==> config.mk <==
export PLATFORM = sky130hd
export DESIGN_NAME = seg_capture
export DESIGN_NICKNAME = d
export VERILOG_FILES = /design/src/rtl/seg_capture.sv
export SDC_FILE = /design/constraint.sdc
export NUM_CORES = 1
export LEC_CHECK = 0
export ABC_CLOCK_PERIOD_IN_PS = 5140
export CORE_MARGIN = 3
export CORE_UTILIZATION = 45
export CTS_BUF_LIST = sky130_fd_sc_hd__clkbuf_8
export CTS_CLUSTER_SIZE = 8
export DETAILED_ROUTE_END_ITERATION = 8
export PLACE_DENSITY_LB_ADDON = 0.2
export SLEW_MARGIN = 15
export SYNTH_ARGS = -nofsm -noshare
export SYNTH_HDL_FRONTEND = slang
export SYNTH_SLANG_ARGS = --single-unit
==> constraint.sdc <==
create_clock -name clk -period 5.14 [get_ports clk]
set_clock_uncertainty 0.05 [all_clocks]
set_input_delay 0.514 -clock clk [delete_from_list [all_inputs] [get_ports clk]]
set_output_delay 0.514 -clock clk [all_outputs]
set_load 0.005 [all_outputs]
==> src/rtl/seg_capture.sv <==
// Seven-segment scan monitor: debounces each multiplexed (pattern, select) pair,
// decodes it back to a digit code per position and strobes each complete frame.
module seg_capture #(
  parameter int unsigned DIGITS        = 4,
  parameter int unsigned STABLE_CYCLES = 4
) (
  input  logic                  clk,
  input  logic                  rst,
  input  logic [7:0]            seg_led,
  input  logic [DIGITS-1:0]     seg_sel,
  output logic [4*DIGITS-1:0]   digit_code,
  output logic [DIGITS-1:0]     digit_err,
  output logic                  frame_valid,
  output logic                  sel_err
);

  localparam int unsigned CNT_W = $clog2(STABLE_CYCLES + 1);
  localparam logic [CNT_W-1:0] CNT_MAX = CNT_W'(STABLE_CYCLES);

  typedef enum logic [1:0] {
    IDLE   = 2'd0,
    SETTLE = 2'd1,
    HOLD   = 2'd2
  } state_t;

  state_t              state;
  state_t              state_nxt;
  logic [7:0]          s_seg;
  logic [DIGITS-1:0]   s_sel;
  logic [CNT_W-1:0]    cnt;
  logic                chg;
  logic                multi_q;
  logic [DIGITS-1:0]   mask;

  logic                onehot_c;
  logic                multi_c;
  logic                stable_c;
  logic                pair_diff_c;
  logic                capture_c;
  logic                frame_c;
  logic [DIGITS-1:0]   mask_nxt_c;
  logic [3:0]          dec_code_c;
  logic                dec_err_c;

  assign onehot_c    = $onehot(s_sel);
  assign multi_c     = (s_sel != '0) && !onehot_c;
  assign stable_c    = (cnt == CNT_MAX);
  assign pair_diff_c = (seg_led != s_seg) || (seg_sel != s_sel);

  // Input sampling; cnt counts identical samples including the current one.
  always_ff @(posedge clk) begin
    if (rst) begin
      s_seg   <= '0;
      s_sel   <= '0;
      cnt     <= '0;
      chg     <= 1'b0;
      multi_q <= 1'b0;
    end else begin
      s_seg   <= seg_led;
      s_sel   <= seg_sel;
      chg     <= pair_diff_c;
      multi_q <= multi_c;
      if (pair_diff_c)
        cnt <= CNT_W'(1);
      else if (!stable_c)
        cnt <= cnt + CNT_W'(1);
    end
  end

  // State register.
  always_ff @(posedge clk) begin
    if (rst) state <= IDLE;
    else     state <= state_nxt;
  end

  // Next-state logic; a fresh pair that is already stable (STABLE_CYCLES=1) goes straight to HOLD.
  always_comb begin
    state_nxt = state;
    case (state)
      IDLE: begin
        if (onehot_c) state_nxt = stable_c ? HOLD : SETTLE;
      end
      SETTLE: begin
        if (!onehot_c)     state_nxt = IDLE;
        else if (stable_c) state_nxt = HOLD;
      end
      HOLD: begin
        if (chg) begin
          if (!onehot_c) state_nxt = IDLE;
          else           state_nxt = stable_c ? HOLD : SETTLE;
        end
      end
      default: state_nxt = IDLE;
    endcase
  end

  // Output/control decode: capture once per stable pair, never while holding an unchanged pair.
  always_comb begin
    capture_c  = 1'b0;
    mask_nxt_c = mask;
    frame_c    = 1'b0;
    if (onehot_c && stable_c && ((state != HOLD) || chg))
      capture_c = 1'b1;
    if (capture_c) begin
      mask_nxt_c = mask | s_sel;
      frame_c    = &mask_nxt_c;
    end
  end

  // Segment pattern back to digit code; dp or unknown patterns map to E.
  always_comb begin
    dec_err_c  = 1'b0;
    dec_code_c = 4'hE;
    case (s_seg)
      8'h3f: dec_code_c = 4'h0;
      8'h06: dec_code_c = 4'h1;
      8'h5b: dec_code_c = 4'h2;
      8'h4f: dec_code_c = 4'h3;
      8'h66: dec_code_c = 4'h4;
      8'h6d: dec_code_c = 4'h5;
      8'h7d: dec_code_c = 4'h6;
      8'h07: dec_code_c = 4'h7;
      8'h7f: dec_code_c = 4'h8;
      8'h6f: dec_code_c = 4'h9;
      8'h00: dec_code_c = 4'hF;
      default: begin
        dec_code_c = 4'hE;
        dec_err_c  = 1'b1;
      end
    endcase
  end

  // Registered outputs and captured-position mask.
  always_ff @(posedge clk) begin
    if (rst) begin
      digit_code  <= {DIGITS{4'hF}};
      digit_err   <= '0;
      mask        <= '0;
      frame_valid <= 1'b0;
      sel_err     <= 1'b0;
    end else begin
      frame_valid <= frame_c;
      sel_err     <= multi_c && !multi_q;
      mask        <= frame_c ? '0 : mask_nxt_c;
      if (capture_c) begin
        for (int i = 0; i < int'(DIGITS); i++) begin
          if (s_sel[i]) begin
            digit_code[4*i +: 4] <= dec_code_c;
            digit_err[i]         <= dec_err_c;
          end
        end
      end
    end
  end

endmodule

==> metrics, run 1 <==
Worst Path Class, Setup register to register; Slew Viols, Final 0; synth warn 0; worst hold margin 0.361 ns; top-area cell type share of the netlist area between 40% and 50%; actual slew at the worst max-slew pin about 0.61 ns; Slew headroom between 50 and 60%; VDD IR-drop max between 0.15 and 0.2 mV; Switching Power 158 uW; count of cell types in the netlist 46; power per cell area 271 nW/um^2; static leakage around 0.93 nW; Post-Syn Instances 218; Detailed Routing Iterations Pass 1 4; number of synthesized flops with an enable pin 0; Inserted Clock Buffers 5; syn avg cell area approximately 9.6 um^2; core area around 4400 um^2; unrepaired setup endpoints after global routing false; Via density around 5.5; worst-path fanout max 7; Detail Placement HPWL between 3 and 4 mm; clock sink count 45; Post-Route WL about 4.4 mm; f_max between 300 and 400 MHz; Tmin final 3.04 ns; Worst-Skew Late Latency around 0.29 ns; filler cell count between 300 and 400; number of routed nets with antenna violations 0; Final nets ~270; CP required between 5 and 6 ns; CTS tree yes; Max clock buf depth 2; first-pass GRT wire length around 7.5 mm; initial antenna violation count 0; Die Span X ~74 um; die height around 74 um; die area about 5500 um^2; CTS H-tree depth 2; drt drc 0; Initial Util a little under half; Routed WL per cell roughly 15 um; CTS Root Cell clkbuf_8; Crit. End Element register; nature of the critical path startpoint register; Layout area overhead 21.8%; Inserted Diodes 0; DR vias 1,658; Top Ports 36; number of synthesized register bits 45; hold-fix buffers at CTS 0; Cell Area, Synth ~2100 um^2; Gates resized, CTS repair 0; Worst-path clk slew around 0.080 ns; Sw Share between 20% and 30%; P_int ~530 uW; Setup Fix Bufs, Post-CTS 0; share of layout cells above drive strength 1 a little under a tenth; top cells by area, synth dfxtp_1 43%, xnor2_1 5.4%, nor3_1 4.3%, nor2b_1 3.9%, nor2_1 3.0%; Fin Setup TNS 0 ns; Global Route Usage Sum ~18%; Seq/Total Area, Yosys between 40% and 50%; maxcap violations 0; port buffer count 35; pin count of the biggest net entering global routing a little over 50; Rows 24; dominant cell type by area after synthesis dfxtp_1; CP Data Arrival Time 3.18 ns; clock share of power approximately 37%; RePlAce Congestion ~0.87; Syn Nets 238; via count of the first global-routing pass around 1,500; final setup fails 0; Reg power frac between 50% and 60%; Post-synth ARST share 0%; final period utilization between 50% and 60%; Comb pwr share 9.4%; total grt overflow 0; DRT iter0 DRCs 212; worst hold path class register to register; final hold viol count 0; status completed; Synth Flop Type dfxtp_1
==> power groups by stage <==
stage / Clock, mW / Sequential [mW] / Combinational [mW]
6_report: 0.254 / 0.371 / 0.0651
3_5_place_dp: 0 / 0.379 / 0.0653
3_3_place_gp: 0 / 0.379 / 0.0654
5_1_grt: 0.275 / 0.373 / 0.0732
2_1_floorplan: 0 / 0.370 / 0.0527
4_1_cts: 0.260 / 0.371 / 0.0656
==> registers in the layout, indices dropped and copies added (netlist names) <==
signal and count:
digit_code 16, s_seg 8, digit_err 4, mask 4, s_sel 4, cnt 3
state 2, chg 1, frame_valid 1, multi_q 1, sel_err 1
==> per-layer routing <==
layer  GRT usage, %  wire [um]
met1           26.5       2200
met2           25.3       1890
met3           4.59        288
met4           4.74         41
met5              0          0
==> kinds of logic after synthesis <==
family,count (synthesis),share of synthesized area (%)
simple gates,88,24.3
flops,45,43.0
compound gates,42,17.2
buf+inv,22,4.95
xor+xnor,15,6.63
fa+ha+maj,6,3.94
==> layout by cell type, fill, tap and decap left out, types with 2 or more instances in the layout <==
cell and instances:
a211o_1 4, a21oi_1 7, a221o_1 4, and4b_1 3, clkbuf_8 5, clkdlybuf4s50_1 35
dfxtp_1 45, ha_1 5, inv_1 9, nand2_1 13, nand3_1 4, nand3b_1 4
nand4_1 3, nor2_1 17, nor2b_1 13, nor3_1 18, nor3b_2 3, o21a_1 5
o21ai_0 3, o22ai_1 2, o31ai_2 5, o32a_1 4, xnor2_1 13
==> stage by stage <==
step                utilization (%)  instances  setup WS [ns]  cell area, um^2  power [mW]
global placement               55.5        293           2.12             2450       0.445
floorplan                         -        218           2.37             2100       0.423
CTS                            57.8        300           2.11             2550       0.696
finish                         57.8        300           2.10             2550       0.691
detailed placement             55.5        293           2.12             2450       0.444
global route                   57.8        300           1.85             2550       0.722
==> final timing paths <==
kind | to | startpoint | slack, ns | depth (start not counted)
worst min register to register | sel_err$_SDFF_PP0_ | multi_q$_SDFF_PP0_ | 0.36 | 1
worst max register to register | digit_code[0]$_SDFFE_PP1P_ | s_sel[0]$_SDFF_PP0_ | 2.10 | 9
worst max-delay path | digit_code[0]$_SDFFE_PP1P_ | s_sel[0]$_SDFF_PP0_ | 2.10 | 9
worst min-delay path | sel_err$_SDFF_PP0_ | multi_q$_SDFF_PP0_ | 0.36 | 1
==> cells in the mapped netlist, types with 2 or more instances <==
cell	number
a221o_1	4
and4b_1	3
buf_2	5
nor3_1	18
nand3b_1	4
o32a_1	4
o22ai_1	2
nand4_1	3
dfxtp_1	45
o21a_1	5
a211o_1	4
xnor2_1	13
clkbuf_1	5
o21ai_0	3
ha_1	5
nand3_1	4
nor2_1	17
nor3b_2	3
inv_1	9
nand2_1	13
o31ai_2	5
buf_6	2
a21oi_1	7
nor2b_1	13
==> worst max-delay path, stage by stage, from the launching register on <==
cell and delay [ns]:
dfxtp_1 0.39, inv_1 0.12, fa_1 0.54, inv_1 0.04, ha_1 0.17, ha_1 0.28
nor3b_2 0.30, nor3b_2 0.39, nand2_1 0.27, a221o_1 0.39
==> final cells by class <==
| cell class | instances | area [um^2] | share of cell area [%] |
|---|---|---|---|
| flip-flops and latches | 45 | 901 | 35.3 |
| well taps | 52 | 65.1 | 2.55 |
| multi-input cells | 151 | 1090 | 42.7 |
| inverters | 9 | 33.8 | 1.32 |
| clock inverters | 2 | 35.0 | 1.37 |
| clock buffers | 5 | 68.8 | 2.70 |
| repair buffers | 36 | 358 | 14.0 |
Power figures use the tool's default switching activity.
==> run 2: changes to the inputs <==
- ABC_CLOCK_PERIOD_IN_PS: 5140 -> 2600
- clock period: 5.14 -> 2.6 ns (I/O delays scaled with it)
==> metrics, run 2 (synthesis gave the netlist of run 1 again) <==
clock sink count 45 (unchanged); Worst R2R Path Depth 10 (was 9); RePlAce Congestion 0.875 (was 0.870); Rows 24 (unchanged); Worst-Skew Late Latency 0.30 ns (was 0.29 ns); Tmin final 2.57 ns (was 3.04 ns); power per cell area 499 nW/um^2 (was 271 nW/um^2); Via density 5.57 (was 5.53); gr busiest metal met2 (was met1); Top Ports 36 (unchanged); CTS tree yes (unchanged); setup slack after layout 0.0298 ns (was 2.10 ns); Routed WL per cell 15.1 um (was 14.7 um); Inserted Clock Buffers 5 (unchanged); initial antenna violation count 0 (unchanged); CP required 2.75 ns (was 5.28 ns); Inserted Diodes 0 (unchanged); die area 5510 um^2 (unchanged); first-pass GRT wire length 8.29 mm (was 7.51 mm); drt drc 0 (unchanged); met1 Usage GRT 26.8% (was 26.5%); Setup WS pre-CTS -0.00305 ns (was 2.12 ns); Worst-path clk slew 0.09 ns (was 0.08 ns); Cells after DPL 310 (was 293); static leakage 1.06 nW (was 0.926 nW); Die Span X 74.2 um (unchanged); Post-Route WL 4.90 mm (was 4.41 mm); share of layout cells above drive strength 1 26.4% (was 9.27%); placed inst area 2620 um^2 (was 2450 um^2); Slowest cell on crit path fa_1 (unchanged); unrepaired setup endpoints after global routing true (was false); status completed (unchanged); max incr delay on CP 0.52 ns (was 0.54 ns); Detail Placement HPWL 3.54 mm (was 3.15 mm); nature of the critical path startpoint register (unchanged); Largest register FFs 16 (unchanged); Detailed Routing Iterations Pass 1 4 (unchanged); CTS H-tree depth 2 (unchanged); final hold viol count 0 (unchanged); CP cell instances inv_2, fa_1, inv_1, ha_2, ha_4, nor3b_4, nor3b_4, buf_6, nand2_8, a221o_1 (was inv_1, fa_1, inv_1, ha_1, ha_1, nor3b_2, nor3b_2, nand2_1, a221o_1); Crit. End Element register (unchanged); hold-fix buffers at CTS 0 (unchanged); Worst Path Class, Setup register to register (unchanged); Largest Register digit_code (unchanged); Final nets 292 (was 268); total grt overflow 0 (unchanged); met3 GRT Util 5.41% (was 4.59%); Initial Util 47.5% (unchanged); CP Data Arrival Time 2.72 ns (was 3.18 ns); final period utilization 98.9% (was 59.2%); commonest non-fill, non-tap cells in the layout 42 x dfxtp_1, 35 x clkdlybuf4s50_1, 21 x buf_4 (was 45 x dfxtp_1, 35 x clkdlybuf4s50_1, 18 x nor3_1); DRT iter0 DRCs 117 (was 212); port buffer count 35 (unchanged); Layout area overhead 38.7% (was 21.8%); final setup fails 0 (unchanged); actual slew at the worst max-slew pin 0.730 ns (was 0.613 ns); Regs by FF count digit_code: 16 flops, s_seg: 8 flops (unchanged); Slew Viols, Final 0 (unchanged); VDD IR-drop max 0.258 mV (was 0.175 mV); Finished Cell Area 2910 um^2 (was 2550 um^2); core area 4410 um^2 (unchanged); worst-path fanout max 5 (was 7); worst hold path class register to register (unchanged); most common cell after layout, fill and taps aside dfxtp_1 (unchanged); CP dominant cell by count nor3b_4; maxcap violations 0 (unchanged); total chip power 1.45 mW (was 691 uW); f_max 389 MHz (was 329 MHz); via count of the first global-routing pass 1,682 (was 1,521); pin count of the biggest net entering global routing 25 (was 51); Slew headroom 50.9% (was 58.8%); Max clock buf depth 2 (unchanged); DR vias 1,811 (was 1,658); number of routed nets with antenna violations 0 (unchanged); Global Route Usage Sum 19.5% (was 17.7%); Worst Hold Depth 1 (unchanged); die height 74.2 um (unchanged); met2 GRT Util 30.3% (was 25.3%); CTS Root Cell clkbuf_8 (unchanged); Finished Layout Cells 325 (was 300)
[run 2: final timing paths]
path | start | end | slack (ns)
setup reg to reg | s_sel[1]$_SDFF_PP0_ | digit_code[8]$_SDFFE_PP1P_ | 0.03
hold reg to reg | multi_q$_SDFF_PP0_ | sel_err$_SDFF_PP0_ | 0.35
setup / recovery | s_sel[1]$_SDFF_PP0_ | digit_code[8]$_SDFFE_PP1P_ | 0.03
hold / removal | multi_q$_SDFF_PP0_ | sel_err$_SDFF_PP0_ | 0.35
[run 2: timing repair]
action / in CTS / in global routing
setup endpoints to repair: 10 / 20
resized for setup: 2 / 23
pin swaps: 3 / 14
buffers inserted: 4 / 3
[run 2: through the flow]
step / utilization (%) / TNS [ns] / hold slack (ns)
floorplan: - / 0 / 0.324
global placement: 59.3 / 0 / 0.330
detailed placement: 59.3 / -0.00305 / 0.332
CTS: 62.9 / 0 / 0.344
global route: 65.9 / -1.64 / 0.360
finish: 65.9 / 0 / 0.346
[run 2: critical path, delay by kind of cell (launching register included)]
family,cells,cell delay [ns]
AO/OA/AOI/OAI,1,0.32
adder cells (fa/ha/maj),3,0.91
flip-flops,1,0.34
AND/OR/NAND/NOR,3,0.58
buffers and inverters,3,0.28
[run 2: report_power, final]
group | switching [mW] | internal, mW
Clock | 0.242 | 0.313
Combinational | 0.0763 | 0.0884
Sequential | 0.0251 | 0.707
Total | 0.343 | 1.11
[run 2: layout make-up]
type | instances | area (um^2)
Timing Repair Buffer | 60 | 553
Clock inverter | 2 | 37.5
Multi-Input combinational cell | 151 | 1230
Sequential cell | 45 | 905
Fill cell | 365 | 1510
Inverter | 9 | 33.8
Tap cell | 52 | 65.1
Clock buffer | 6 | 82.6
[run 2: layer usage]
metal | vias to the layer above | part of all wire, %
met5 | - | 0
met4 | 0 | 1.3
met3 | 8 | 6.3
met2 | 53 | 47
met1 | 862 | 45
li1 | 888 | -
==> edit, RTL diff (config.mk and constraints of run 2) <==
Set the parameter `DIGITS` to 2 (it was 4).
--- a/src/rtl/seg_capture.sv
+++ b/src/rtl/seg_capture.sv
@@ -3,3 +3,3 @@
 module seg_capture #(
-  parameter int unsigned DIGITS        = 4,
+  parameter int unsigned DIGITS        = 2,
   parameter int unsigned STABLE_CYCLES = 4
Ports: changed (resized digit_code, digit_err and seg_sel); port bits go from 36 to 24. The function was not compared with the original's and may differ.
==> edit against run 2 <==
  * Via count decreased by 31%
  * Power decreased by 35%
  * Sequential cell count decreased by 14
  * Core utilization decreased by 7.7 points
  * Synthesized area decreased by 30%
  * Worst setup slack improved by 0.72 ns
  * Design area decreased by 38%
  * Wire length decreased by 39%
  * Largest cell class unchanged
==> edit: results (changes against run 2) <==
ROUTE.VIAS.TOTAL=1248  # was 1811
GPL.FINAL_WEIGHTED_CONGESTION=0.785  # was 0.875
YOSYS.AREA_SHARE.ADDER_PCT=2.55  # was 3.94%
SYNTH.LIB_CELLS_USED.DISTINCT=43  # was 46
DETAIL_ROUTE.WL_PER_CELL_UM=13.3  # was 15.1 um
GRT_MAX_DEGREE=33  # was 25
CTS-RESIZED-GATES=0  # was 2
GLOBAL_ROUTE_WIRE_LENGTH_BEFORE_REPAIR_MM=5.06  # was 8.29 mm
OUTCOME='completed'  # unchanged
STDCELL_COUNT=224  # was 325
DPL_CELL_AREA_MM2=0.00171  # was 0.00262 mm2
CLOCK_INSERTION_DELAY_WORST_SKEW_NS=0.28  # was 0.30 ns
SYNTH_FP_NETS=174  # was 238
AREA_OF_THE_MULTI_INPUT_GATES_UM2=777  # was 0.00123 mm2
WORSTPATHARRIVAL_NS=1.94  # was 2.72 ns
DETAILEDROUTE.FIRSTITERATIONVIOLATIONS=55  # was 117
INVERTERS=4  # was 9
SYNTH.AREA.MUX_SHARE_PCT=1.36  # was 0%
GRT_PASS1_VIAS=1118  # was 1682
DETAILEDPLACEMENTHPWL_MM=2.20  # was 3.54 mm
CLK_SHARE_PCT=4.75  # was 4.13%
POST_CTS_BUFFERS=0  # was 4
IR_WORST_VDD_V=0.000259  # was 0.000258 V
SYNTH_XOR_XNOR_AREA_SHARE_PCT=7.74  # was 6.63%
FINAL_LAYOUT_SIZE_SUFFIX_GT1_SHARE_PCT=7.22  # was 26.4%
DP_SLACK_NS=0.800  # was -0.00305 ns
P_LEAK_nW=0.686  # was 1.06 nW
AREA_DELTA_SYNTH_FINAL_PCT=21.7  # was 38.7%
COMPOUND_GATE_FRACTION_OF_SYNTH_AREA_PCT=12.6  # was 17.2%
MAX_SLEW.WORST_PIN.SLEW_NS=0.515  # was 0.730 ns
LARGESTREGISTERS='digit_code: 8 flops, s_seg: 8 flops, cnt: 3 flops'  # was digit_code: 16 flops, s_seg: 8 flops
GLOBALROUTETOTALUTIL_PCT=16.0  # was 19.5%
==> edit: changes by cell type in the layout (fill, tap and decap cells not counted), sizes merged, moves of 7 or more <==
| cell | delta |
|---|---|
| nand2 | -10 |
| buf | -24 |
| dfxtp | -14 |
| xor2 | +7 |
| clkdlybuf4s50 | -12 |
| xnor2 | -9 |
| nor2 | -7 |
==> edit: power breakdown <==
group | switching, W | total (W) | internal, W | leakage [nW]
logic | 0.0000352 | 0.0000785 | 0.0000433 | 0.387
registers | 0.0000202 | 0.000507 | 0.000487 | 0.254
clock network | 0.000181 | 0.000364 | 0.000183 | 0.0453
==> edit: path summary, 6_finish.rpt <==
kind | start | end | slack, ns | cells after the start
setup / recovery | s_sel[0]$_SDFF_PP0_ | digit_code[3]$_SDFFE_PP1P_ | 0.75 | 5
hold / removal | multi_q$_SDFF_PP0_ | sel_err$_SDFF_PP0_ | 0.33 | 1
setup reg to reg | s_sel[0]$_SDFF_PP0_ | digit_code[3]$_SDFFE_PP1P_ | 0.75 | 5
hold reg to reg | multi_q$_SDFF_PP0_ | sel_err$_SDFF_PP0_ | 0.33 | 1
==> edit: worst max-delay path, cell delays in order (launching register included) <==
cell and delay (ns):
sky130_fd_sc_hd__dfxtp_1 0.37, sky130_fd_sc_hd__ha_1 0.31, sky130_fd_sc_hd__and3_1 0.29, sky130_fd_sc_hd__nand4b_1 0.16, sky130_fd_sc_hd__a2111oi_0 0.44, sky130_fd_sc_hd__a311oi_1 0.10
==> edit: metal layers <==
metal	GRT usage, %	wire length, um	vias to the layer above	share of wire [%]
li1	-	-	619	-
met1	19.5	1380	577	47
met2	25.7	1360	46	46
met3	5.35	175	6	5.9
met4	6.47	53	0	1.8
met5	0	0	-	0
